### src/rtl/pe_pkg.sv
// Shared types for the PE output path.
// Psum width and collector state encoding.
package pe_pkg;

    localparam int PSUM_W = 24;

    typedef logic signed [PSUM_W-1:0] psum_t;

    typedef enum logic [1:0] {
        IDLE,
        RUN,
        DONE
    } coll_state_e;

endpackage

### src/rtl/opsum_fifo.sv
// Synchronous first-word-fall-through FIFO for opsums.
// The head entry is visible on rdata whenever empty is low.
module opsum_fifo
    import pe_pkg::*;
#(
    parameter int DATA_W = PSUM_W,
    parameter int DEPTH  = 4
) (
    input  logic              clk,
    input  logic              rst_n,
    input  logic              push,
    input  logic              pop,
    input  logic [DATA_W-1:0] wdata,
    output logic [DATA_W-1:0] rdata,
    output logic              full,
    output logic              empty
);

    localparam int AW = (DEPTH > 1) ? $clog2(DEPTH) : 1;
    localparam logic [AW:0] FULL_CNT = (AW+1)'(DEPTH);

    logic [DATA_W-1:0] r_mem [DEPTH];
    logic [AW-1:0]     r_wptr;
    logic [AW-1:0]     r_rptr;
    logic [AW:0]       r_cnt;
    logic              w_push;
    logic              w_pop;

    assign full   = (r_cnt == FULL_CNT);
    assign empty  = (r_cnt == '0);
    assign w_push = push && !full;
    assign w_pop  = pop && !empty;
    assign rdata  = r_mem[r_rptr];

    // Pointers wrap naturally because DEPTH is a power of two.
    always_ff @(posedge clk or negedge rst_n) begin
        if (!rst_n) begin
            r_wptr <= '0;
            r_rptr <= '0;
            r_cnt  <= '0;
        end else begin
            if (w_push) r_wptr <= r_wptr + 1'b1;
            if (w_pop)  r_rptr <= r_rptr + 1'b1;
            case ({w_push, w_pop})
                2'b10:   r_cnt <= r_cnt + 1'b1;
                2'b01:   r_cnt <= r_cnt - 1'b1;
                default: r_cnt <= r_cnt;
            endcase
        end
    end

    // Storage array needs no reset; occupancy alone defines validity.
    always_ff @(posedge clk) begin
        if (w_push) r_mem[r_wptr] <= wdata;
    end

endmodule

### src/rtl/opsum_collector.sv
// Drains PE opsums through a small FIFO into consecutive GLB words.
// Define OPSUM_RELU_EN to clamp negative psums to zero at enqueue.
module opsum_collector
    import pe_pkg::*;
#(
    parameter int DATA_W = PSUM_W,
    parameter int DEPTH  = 4,
    parameter int ADDR_W = 10,
    parameter int CNT_W  = 8
) (
    input  logic              clk,
    input  logic              rst,
    input  logic              cfg_start,
    input  logic [CNT_W-1:0]  cfg_num,
    input  logic [ADDR_W-1:0] cfg_base_addr,
    input  logic              opsum_enable,
    input  logic [DATA_W-1:0] opsum_noc,
    output logic              opsum_ready,
    output logic              glb_wen,
    output logic [ADDR_W-1:0] glb_addr,
    output logic [DATA_W-1:0] glb_wdata,
    input  logic              glb_wready,
    output logic              busy,
    output logic              done
);

    coll_state_e       r_state;
    coll_state_e       w_state_nxt;
    logic [CNT_W-1:0]  r_num;
    logic [CNT_W-1:0]  r_rcv;
    logic [CNT_W-1:0]  r_wr;
    logic [ADDR_W-1:0] r_addr;

    logic              w_full;
    logic              w_empty;
    logic [DATA_W-1:0] w_head;
    logic [DATA_W-1:0] w_enq;
    logic              w_acc_in;
    logic              w_acc_out;
    logic              w_last;
    logic              w_start;

`ifdef OPSUM_RELU_EN
    assign w_enq = opsum_noc[DATA_W-1] ? '0 : opsum_noc;
`else
    assign w_enq = opsum_noc;
`endif

    assign w_acc_in  = opsum_enable && opsum_ready;
    assign w_acc_out = glb_wen && glb_wready;
    assign w_last    = w_acc_out && (r_wr == r_num - 1'b1);
    assign w_start   = (r_state == IDLE) && cfg_start;

    opsum_fifo #(
        .DATA_W (DATA_W),
        .DEPTH  (DEPTH)
    ) u_fifo (
        .clk   (clk),
        .rst_n (rst),
        .push  (w_acc_in),
        .pop   (w_acc_out),
        .wdata (w_enq),
        .rdata (w_head),
        .full  (w_full),
        .empty (w_empty)
    );

    // State register.
    always_ff @(posedge clk or negedge rst) begin
        if (!rst) r_state <= IDLE;
        else      r_state <= w_state_nxt;
    end

    // Next state and handshake outputs; wdata is gated so it reads 0 when idle.
    always_comb begin
        w_state_nxt = r_state;
        opsum_ready = 1'b0;
        glb_wen     = 1'b0;
        busy        = 1'b0;
        done        = 1'b0;
        glb_addr    = r_addr;
        glb_wdata   = '0;
        unique case (r_state)
            IDLE: begin
                if (cfg_start)
                    w_state_nxt = (cfg_num == '0) ? DONE : RUN;
            end
            RUN: begin
                busy        = 1'b1;
                opsum_ready = !w_full && (r_rcv != r_num);
                glb_wen     = !w_empty;
                glb_wdata   = w_empty ? '0 : w_head;
                if (w_last) w_state_nxt = DONE;
            end
            DONE: begin
                busy        = 1'b1;
                done        = 1'b1;
                w_state_nxt = IDLE;
            end
            default: w_state_nxt = IDLE;
        endcase
    end

    // Job length, transfer counters and write address.
    always_ff @(posedge clk or negedge rst) begin
        if (!rst) begin
            r_num  <= '0;
            r_rcv  <= '0;
            r_wr   <= '0;
            r_addr <= '0;
        end else if (w_start) begin
            r_num  <= cfg_num;
            r_rcv  <= '0;
            r_wr   <= '0;
            r_addr <= cfg_base_addr;
        end else begin
            if (w_acc_in) r_rcv <= r_rcv + 1'b1;
            if (w_acc_out) begin
                r_wr   <= r_wr + 1'b1;
                r_addr <= r_addr + 1'b1;
            end
        end
    end

endmodule

### config.mk
export PLATFORM = sky130hd
export DESIGN_NAME = opsum_collector
export DESIGN_NICKNAME = d
export VERILOG_FILES = /design/src/rtl/pe_pkg.sv /design/src/rtl/opsum_fifo.sv /design/src/rtl/opsum_collector.sv
export SDC_FILE = /design/constraint.sdc
export NUM_CORES = 1
export LEC_CHECK = 0
export CAP_MARGIN = 20
export CORE_MARGIN = 2
export CORE_UTILIZATION = 61
export CTS_BUF_LIST = sky130_fd_sc_hd__clkbuf_8
export DETAILED_ROUTE_END_ITERATION = 8
export PLACE_DENSITY = 0.9
export SLEW_MARGIN = 40
export SYNTH_ARGS = -nofsm -noshare
export SYNTH_HDL_FRONTEND = slang
export SYNTH_SLANG_ARGS = --single-unit
### constraint.sdc
create_clock -name clk -period 7.3 [get_ports clk]
set_input_delay 1.095 -clock clk [delete_from_list [all_inputs] [get_ports clk]]
set_output_delay 1.095 -clock clk [all_outputs]
set_load 0.01 [all_outputs]
# After elaboration in Yosys (flattened, before gate mapping)
# Memory sizes are Yosys's and may differ from the RTL's.
# Index checks and enable logic that the tools add are counted.
# totals
n_memories	1
output_inout_bits	38
elab_cells	62
input_bits	47
regBits	43
ram_bits	96
# op_classes
muxes	19
n_eq_ne	9
addsub	8
reduce_logical	17
# memory_table
name	words	width	read_ports	rd_ports_with_merged_regs	write_ports	line	source
u_fifo.r_mem	4	24	1	0	1	opsum_fifo.sv:22	logic [DATA_W-1:0] r_mem [DEPTH];
# ops
cell	count
24-bit two-way mux	2
8-bit two-way mux	4
10-bit two-way mux	2
8-bit by 1-bit adder with 8-bit output (second input constant)	2
10-bit by 1-bit adder with 10-bit output (second input constant)	1
8-bit equality test	1
8-bit logical NOT	1
8-bit != test	1
8-bit by 1-bit subtractor with 8-bit output (second input constant)	1
1-bit logical AND	7
1-bit two-way mux	6
2-bit two-way mux	3
3-bit case mux with 2 select lines	1
2-bit nonzero test	3
2-bit by 1-bit adder with 2-bit output (second input constant)	2
2-bit by 1-bit equality test with 1-bit output (second input constant)	2
2-bit equality test (second input constant)	2
2-bit != test (second input constant)	2
2-bit case mux with 2 select lines	1
3-bit by 1-bit adder with 3-bit output (second input constant)	1
3-bit equality test (second input constant)	1
3-bit logical NOT	1
3-bit by 1-bit subtractor with 3-bit output (second input constant)	1
1-bit logical NOT	2
other kinds (3)	3

# Longest topological paths before layout
# Gate-level depths: netlist (run 1).
# logic_depth
depth_word	8
mapped_depth	12
depth_no_buf	11

# Hierarchy
# From an unflattened synthesis (run 1), not the netlist that was laid out.
# hier_totals
cells_unflattened	425
area_unflattened_um2	6202.2
# by_module_without_submodules
mod	cells_each	area_per_inst_um2	seq_area_each_um2	instances
opsum_fifo	163	3933.8	3057.9	1
opsum_collector	262	2268.4	900.9	1

# Worst setup path after synthesis (run 1)
# OpenSTA, ideal clock, no wires.
# synth_timing
kind	input to register
from	input port glb_wready
to	register u_fifo.r_cnt[2]
setup_time_ps	80
setup_slack_ps	4471
n_path_buf	1
t_required_ps	7220
arrival_ps	2749
stages	9
cell_sequence	o311ai_1 inv_1 buf_1 ha_1 inv_1 fa_1 xor2_1 nor2_1 xnor2_1
# synth_between
elab_chain_len	4
word_cells_on_any_way	6
cone_classes	eq/ne: 2; mux: 1; reduce/logical: 3
# synth_rtl
item	line	source
from (decl)	opsum_collector.sv:22	input logic glb_wready,
1-bit logical AND (*)	opsum_collector.sv:50	assign w_acc_out = glb_wen && glb_wready;
1-bit logical AND (*)	opsum_fifo.sv:32	assign w_pop = pop && !empty;
net u_fifo.w_pop	opsum_fifo.sv:27	logic w_pop;
2-bit by 1-bit equality test with 1-bit output / 2-bit equality test (equally long branches)	opsum_fifo.sv:44	case ({w_push, w_pop})
3-bit case mux with 2 select lines / 2-bit nonzero test (equally long branches)	-	
to (signal assigned)	opsum_fifo.sv:45	2'b10: r_cnt <= r_cnt + 1'b1;
to (signal assigned)	opsum_fifo.sv:46	2'b01: r_cnt <= r_cnt - 1'b1;
to (signal assigned)	opsum_fifo.sv:47	default: r_cnt <= r_cnt;
to (decl)	opsum_fifo.sv:25	logic [AW:0] r_cnt;
# Mark *: on every way through the listed nets, which the timed path passes. The rest lies on a longest branch.
# A chain may end at the register's enable or synchronous reset.

# Worst setup path after layout (run 1)
# layout_timing
from	register r_state[1]
to	output port glb_wdata[14]
# layout_between
elab_chain_len	2
# layout_rtl
item	line	source
from (decl)	opsum_collector.sv:27	coll_state_e r_state;
from (signal assigned)	opsum_collector.sv:71	else r_state <= w_state_nxt;
2-bit by 1-bit equality test with 1-bit output	opsum_collector.sv:83	unique case (r_state)
24-bit two-way mux	opsum_collector.sv:83	
to (decl)	opsum_collector.sv:21	output logic [DATA_W-1:0] glb_wdata,
# No other way between the ends.

==> impl_results.md, run 1 <==
- Kind of cell with the highest combined delay on the critical path: buffers and inverters
- Initial antenna violation count: 0
- Clock tree skew after final layout: 11.35 ps
- Num rows: 36
- Maximum buffer depth of the clock tree: 2
- Yosys warning count: 0
- Worst max-slew margin expressed relative to the limit: 54.29%
- Critical path data arrival time: 2550 ps
- Routed wl met3: 653 microns
- Initial Util: 62.82%
- Detailed-routed wire length on met2: 6486 microns
- Maximum vdd drop: 0.2071 mV
- # placed instances: 623
- Width of the chip: 104.1 microns
- Routed met1 length: 4973 microns
- Ports placed on the boundary: 85
- P_leak: 2.735 nW
- F_max: 274.6 MHz
- Part of the power in the clock network: 23.2%
- Synthesis-to-finish area growth: 22.42%
- Post-synthesis area per instance: 14.42 sq um
- Post-CTS Setup Bufs: 0
- Number of failing hold endpoints at the final stage: 0
- WP buf/inv: 3
- MaxCap Viol Count: 0
- Outcome: finished clean
- Number of failing setup endpoints in the final timing report: 0
- Max H-tree Level: 4
- Sequential-to-total area share from yosys stat: 64.77%
- Critical Path End Type: output pin
- Total clock buffers created by CTS: 17
- Largest fanout of any net on the critical path: 16
- Input/output buffers: 84
- Startpoint Class: flip-flop
- Switching power total: 0.8583 mW
- Overflow left after global routing: 0
- Total power consumption of the routed design: 2.643 mW
- Crit-path cells: inv_1, ha_1, o31ai_4, buf_4, nor2b_1, clkdlybuf4s50_1
- Cts repair resizes: 0
- Clock root buffer: clkbuf_8
- Logic depth of the worst path, buffers included: 6
- Minimum setup slack among reg-to-reg paths: 4490 ps
- Final Instance Area: 7482 sq um
- Clk sink count: 139
- Average vias per placed instance: 5.699
- WL final: 12470 microns
- RSZ-0062 raised after global routing: false
- Clock transition at the registers of the reported paths: 70 ps
- Clock tree from TritonCTS: done
- Post-Place Setup Slack: 3901 ps
- Number of violations reported at the end of detailed-routing iteration 0: 215
- Highest metal layer with signal wires: met4
- Vias in the first global route: 3921
- Total vias in the final route: 3733
- Placement-stage cell area: 7076 sq um
- Wire length of the first global-routing pass: 20450 microns
- Layout Nets: 569
- Sequential Power Share: 44.2%
- Final period demand of the worst path: 3641 ps
- Count of filler cells inserted in the layout: 557
- Synthesized net count: 484
- Syn Std Cell Area: 6112 sq um
- Sum of negative setup slack: 0 ps
- Crit path kind: flip-flop to output pin
- Actual transition at the worst max-transition pin: 679.4 ps
- DRT Pass-1 Iters: 6
- Detailed Place HPWL: 8485 microns
- Internal power component: 1.784 mW
- Final setup margin: 3659 ps
- Combinational share of power: 32.5%
- Die footprint: 10840 sq um
- Clk_lat worst skew: 430 ps
- Cell count after synthesis: 424
- Final hold slack: 565.0 ps
- Share of post-route cells with drive strength above 1: 13.22%
- Detailed-route wire length per cell: 19.04 microns
- Cells on Worst Hold Path: 2
- Switching power share of the total: 32.48%
- Number of diodes: 0
- Final core utilization: 76.90%
- CTS hold repair buffers: 0
- Max stage delay cell, worst path: clkdlybuf4s50_1
- Global-route usage over all layers: 24.84%
- Hold WC Path Type: flip-flop to flip-flop
- Cell count of the worst reg-to-reg path: 10
- Number of DRC violations after detailed routing: 0
- Number of distinct library cells after synthesis: 43
- Synthesis-stage register bit count: 139
- Largest net degree at the start of global routing: 45
- Final standard cell count with taps included and fillers excluded: 655
- Tcrit/Tclk final: 49.88%
- Total core area: 9729 sq um
- Number of antenna-violating nets in the routed design: 0
- Count of pins over their slew limit: 0
- Max stage delay on crit path: 560 ps
- Power Dens Cells: 353.2 nW/um^2
- Data required, critical path: 6200 ps
- Weighted congestion reported at the end of routability-driven placement: 0.8287
- Die extent in y: 104.1 microns
-- tightest hold or removal path, delay by kind of cell, from the launching register on --
family | cells | cell delay, ps
flip-flops | 1 | 400
AND/OR/NAND/NOR | 2 | 140
-- worst paths after layout --
kind | start | endpoint
setup / recovery | r_state[1] | glb_wdata[14]
hold / removal | r_num[7] | r_num[7]
setup reg to reg | r_state[1] | u_fifo.r_cnt[2]
hold reg to reg | r_num[7] | r_num[7]
max in group asynchronous | rst | u_fifo.r_rptr[0]
min in group asynchronous | rst | glb_addr[6]
-- area by class of cell --
cell class | count | area [sq um] | area share, %
Timing Repair Buffer | 86 | 853.3 | 11.40
Sequential cell | 139 | 3964 | 52.98
Inverter | 15 | 56.30 | 0.7525
Clock inverter | 15 | 162.7 | 2.174
Tap cell | 133 | 166.4 | 2.224
Multi-Input combinational cell | 250 | 2046 | 27.34
Clock buffer | 17 | 234.0 | 3.127
-- power by group through the flow --
stage                     Clock (mW)  Sequential (mW)  Combinational (mW)
after floorplan                    0             1.08               0.607
after global placement             0             1.17               0.811
after detailed placement           0             1.18               0.851
after CTS                      0.624             1.17               0.861
after global routing           0.655             1.19               0.941
final                          0.614             1.17               0.860
-- sequential cells by signal, summed over array words and instances (netlist names) --
name,count
glb_addr,10
u_fifo.r_cnt,3
u_fifo.r_wptr,2
r_state,2
r_wr,8
u_fifo.r_mem,96
r_num,8
u_fifo.r_rptr,2
r_rcv,8
-- synth_stat cells, drive strengths merged --
| cell | count | area [sq um] |
|---|---|---|
| a2111o | 1 | 11.26 |
| a211oi | 1 | 12.51 |
| a21oi | 4 | 20.02 |
| a221o | 1 | 10.01 |
| a22oi | 2 | 15.01 |
| a311oi | 1 | 8.760 |
| a31oi | 2 | 12.51 |
| and2 | 6 | 37.54 |
| and3 | 2 | 12.51 |
| and3b | 1 | 8.760 |
| and4bb | 1 | 12.51 |
| buf | 7 | 36.28 |
| clkbuf | 13 | 48.80 |
| dfrtp | 43 | 1076 |
| edfxtp | 96 | 2883 |
| fa | 1 | 20.02 |
| ha | 12 | 150.1 |
| inv | 15 | 56.30 |
| mux2i | 2 | 20.02 |
| mux4 | 24 | 540.5 |
| nand2 | 48 | 180.2 |
| nand3 | 9 | 45.04 |
| nand4 | 9 | 56.30 |
| nor2 | 21 | 78.83 |
| nor2b | 25 | 156.4 |
| nor3 | 3 | 15.01 |
| nor4 | 4 | 25.02 |
| o211ai | 3 | 27.52 |
| o21a | 1 | 7.510 |
| o21ai | 13 | 65.06 |
| o21ba | 1 | 10.01 |
| o221a | 1 | 11.26 |
| o311ai | 1 | 8.760 |
| o31ai | 2 | 15.01 |
| or3 | 1 | 6.260 |
| or3b | 1 | 8.760 |
| or4 | 3 | 26.27 |
| xnor2 | 19 | 166.4 |
| xor2 | 24 | 210.2 |
-- cell families (layout without fill, tap and decap cells) --
group           count (synthesis)  after routing  share of synthesized area (%)
fa+ha+maj                      13             13                          2.784
buf+inv                        35            133                          2.313
compound gates                 34             34                          3.848
xor+xnor                       43             43                          6.162
flops                         139            139                          64.77
mux                            26             26                          9.171
simple gates                  134            134                          10.95
-- layout by cell type, fill, tap and decap left out, types with 2 or more instances in the layout --
| cell type | Yosys | final |
|---|---|---|
| nor3_1 | 3 | 3 |
| mux4_2 | 24 | 24 |
| ha_1 | 12 | 12 |
| and2_2 | 0 | 4 |
| or4_1 | 2 | 2 |
| and2_1 | 6 | 2 |
| clkinvlp_4 | 0 | 4 |
| nor4_1 | 4 | 4 |
| bufinv_16 | 0 | 3 |
| nand3_1 | 9 | 9 |
| o21ai_0 | 13 | 13 |
| a31oi_1 | 2 | 2 |
| nor2_1 | 21 | 21 |
| o211ai_1 | 2 | 2 |
| clkdlybuf4s50_1 | 0 | 83 |
| clkinv_2 | 0 | 2 |
| nand2_1 | 48 | 48 |
| a21oi_1 | 4 | 4 |
| mux2i_1 | 2 | 2 |
| xnor2_1 | 19 | 19 |
| edfxtp_1 | 96 | 96 |
| buf_4 | 1 | 3 |
| and3_1 | 2 | 2 |
| inv_1 | 15 | 18 |
| dfrtp_1 | 43 | 41 |
| clkbuf_8 | 0 | 17 |
| nor2b_1 | 25 | 25 |
| nand4_1 | 9 | 9 |
| clkinv_4 | 0 | 2 |
| a22oi_1 | 2 | 2 |
| xor2_1 | 24 | 24 |
-- metal layers --
layer / vias up / GRT usage, %
li1: 1715 / -
met1: 1848 / 30.86
met2: 140 / 42.20
met3: 30 / 5.514
met4: 0 / 10.91
met5: - / 0
(Power assumes the default switching activity.)
==> run 2, diff against run 1 <==
- CORE_UTILIZATION: 61 -> 57
- PLACE_DENSITY: 0.9 -> 0.85
- clock period: 7.3 -> 3.5 ns (I/O delays scaled with it)
==> run 2 against run 1 <==
Critical path depth down 2. Worst hold slack lost 490 ps. Routed wire length is 3.1% lower. Flip-flop and latch count is the same. Via count is 0.48% higher. Core utilization shrank 4.3 points. Sequential share of layout area is 0.35 points lower. Sequential power increased by 100%. Largest power group unchanged. Highest routed layer unchanged.
==> impl_results.md, run 2 (same netlist as run 1, synthesis figures left out) <==
- # placed instances: 633
- Startpoint Class: flip-flop
- Sequential cell area: 3960 sq um
- Actual transition at the worst max-transition pin: 763.9 ps
- Placement-stage cell area: 7138 sq um
- Post-CTS Setup Bufs: 0
- Switching power share of the total: 33.02%
- Share of post-route cells with drive strength above 1: 13.83%
- Sum of negative setup slack: 0 ps
- Hold WC Path Type: primary input to asynchronous set/reset pin
- Largest register by flop count: u_fifo.r_mem
- Data required, critical path: 2970 ps
- Critical path data arrival time: 2500 ps
- Combinational share of power: 35.1%
- Reg-to-reg critical path endpoint: u_fifo.r_cnt[2]
- Clk_lat worst skew: 430 ps
- Number of antenna-violating nets in the routed design: 0
- Overflow left after global routing: 0
- Global-route usage over all layers: 22.63%
- Initial Util: 58.94%
- Largest fanout of any net on the critical path: 6
- Num rows: 37
- Number of DRC violations after detailed routing: 0
- Most frequent standard cell in the layout excluding fill and tap cells: edfxtp_1
- P_leak: 2.762 nW
- Maximum buffer depth of the clock tree: 2
- Internal power component: 3.697 mW
- Flip-flop count of the largest register after layout: 96
- Input/output buffers: 84
- Final period demand of the worst path: 3025 ps
- Outcome: finished clean
- Switching power total: 1.822 mW
- RSZ-0062 raised after global routing: false
- Final setup margin: 474.7 ps
- CTS hold repair buffers: 0
- Number of diodes: 0
- Worst max-slew margin expressed relative to the limit: 48.61%
- Layout Nets: 576
- Cell count of the worst reg-to-reg path: 10
- Final hold slack: 74.57 ps
- Multi-input gate area: 2041 sq um
- Final standard cell count with taps included and fillers excluded: 664
- Clock transition at the registers of the reported paths: 80 ps
- Clock tree skew after final layout: 12.13 ps
- Post-Place Setup Slack: 675.3 ps
- Clock tree from TritonCTS: done
- Average vias per placed instance: 5.649
- Vias in the first global route: 3989
- Total power consumption of the routed design: 5.519 mW
- Minimum setup slack among reg-to-reg paths: 640 ps
- Ports placed on the boundary: 85
- Count of filler cells inserted in the layout: 671
- Sequential Power Share: 42.4%
- Tcrit/Tclk final: 86.44%
- Detailed Place HPWL: 7991 microns
- Die footprint: 11570 sq um
- Total core area: 10370 sq um
- Critical Path End Type: output pin
- Detailed-route wire length per cell: 18.20 microns
- DRT Pass-1 Iters: 4
- F_max: 330.5 MHz
- Final core utilization: 72.56%
- Number of failing hold endpoints at the final stage: 0
- Number of violations reported at the end of detailed-routing iteration 0: 290
- Number of failing setup endpoints in the final timing report: 0
- Synthesis-to-finish area growth: 23.11%
- Power Dens Cells: 733.5 nW/um^2
- MaxCap Viol Count: 0
- Maximum vdd drop: 0.3135 mV
- Commonest cells after routing, fill and taps aside: edfxtp_1 (96), clkdlybuf4s50_1 (83), nand2_1 (48)
- Clock root buffer: clkbuf_8
- Worst reg2reg startpoint: r_rcv[0]
- Count of pins over their slew limit: 0
- Part of the power in the clock network: 22.5%
- Die extent in y: 107.6 microns
- Wire length of the first global-routing pass: 19620 microns
- Weighted congestion reported at the end of routability-driven placement: 0.8383
- Width of the chip: 107.6 microns
- Cts repair resizes: 0
- Crit path kind: flip-flop to output pin
- Total vias in the final route: 3751
- Clk sink count: 139
- Final Instance Area: 7525 sq um
- Initial antenna violation count: 0
- Largest net degree at the start of global routing: 45
- Total clock buffers created by CTS: 17
- WL final: 12090 microns
- Max H-tree Level: 4
[run 2: area by class of cell]
class / count / area share (%)
tap: 136 / 2.261
multi-input combinational: 250 / 27.12
clock buffer: 17 / 3.109
inverter: 15 / 0.7483
sequential: 139 / 52.63
timing repair buffer: 93 / 12.20
clock inverter: 14 / 1.929
[run 2: critical path, stage by stage, from the launching register on]
cell             delay, ps
dfrtp_1                470
xor2_1                 190
nor4_1                 690
a21oi_1                190
clkdlybuf4s50_1        520
[run 2: how the worst max path moves through the flow]
stage / slack (ps) / depth (start not counted) / from / end
3_5_place_dp: 680 / 11 / r_state[1] / u_fifo.r_cnt[2]
5_1_grt: 300 / 4 / r_rcv[0] / opsum_ready
6_report: 470 / 4 / r_rcv[0] / opsum_ready
3_3_place_gp: 810 / 10 / opsum_enable / u_fifo.r_cnt[2]
4_1_cts: 410 / 4 / u_fifo.r_rptr[0] / glb_wdata[0]
2_1_floorplan: 1020 / 6 / r_state[1] / u_fifo.r_mem[0][0]
[run 2: layer usage]
layer,track usage [%],share of wire [%],vias up
li1,-,-,1724
met2,37.60,51,130
met4,8.883,2.2,0
met1,29.50,41,1872
met5,0,0,-
met3,4.661,5.3,25
[run 2: power groups by stage]
stage	Sequential, mW	Clock, mW	Combinational (mW)
after floorplan	2.25	0	1.27
after global placement	2.35	0	1.85
after detailed placement	2.37	0	1.93
after CTS	2.34	1.26	1.95
after global routing	2.37	1.33	2.12
final	2.34	1.24	1.94
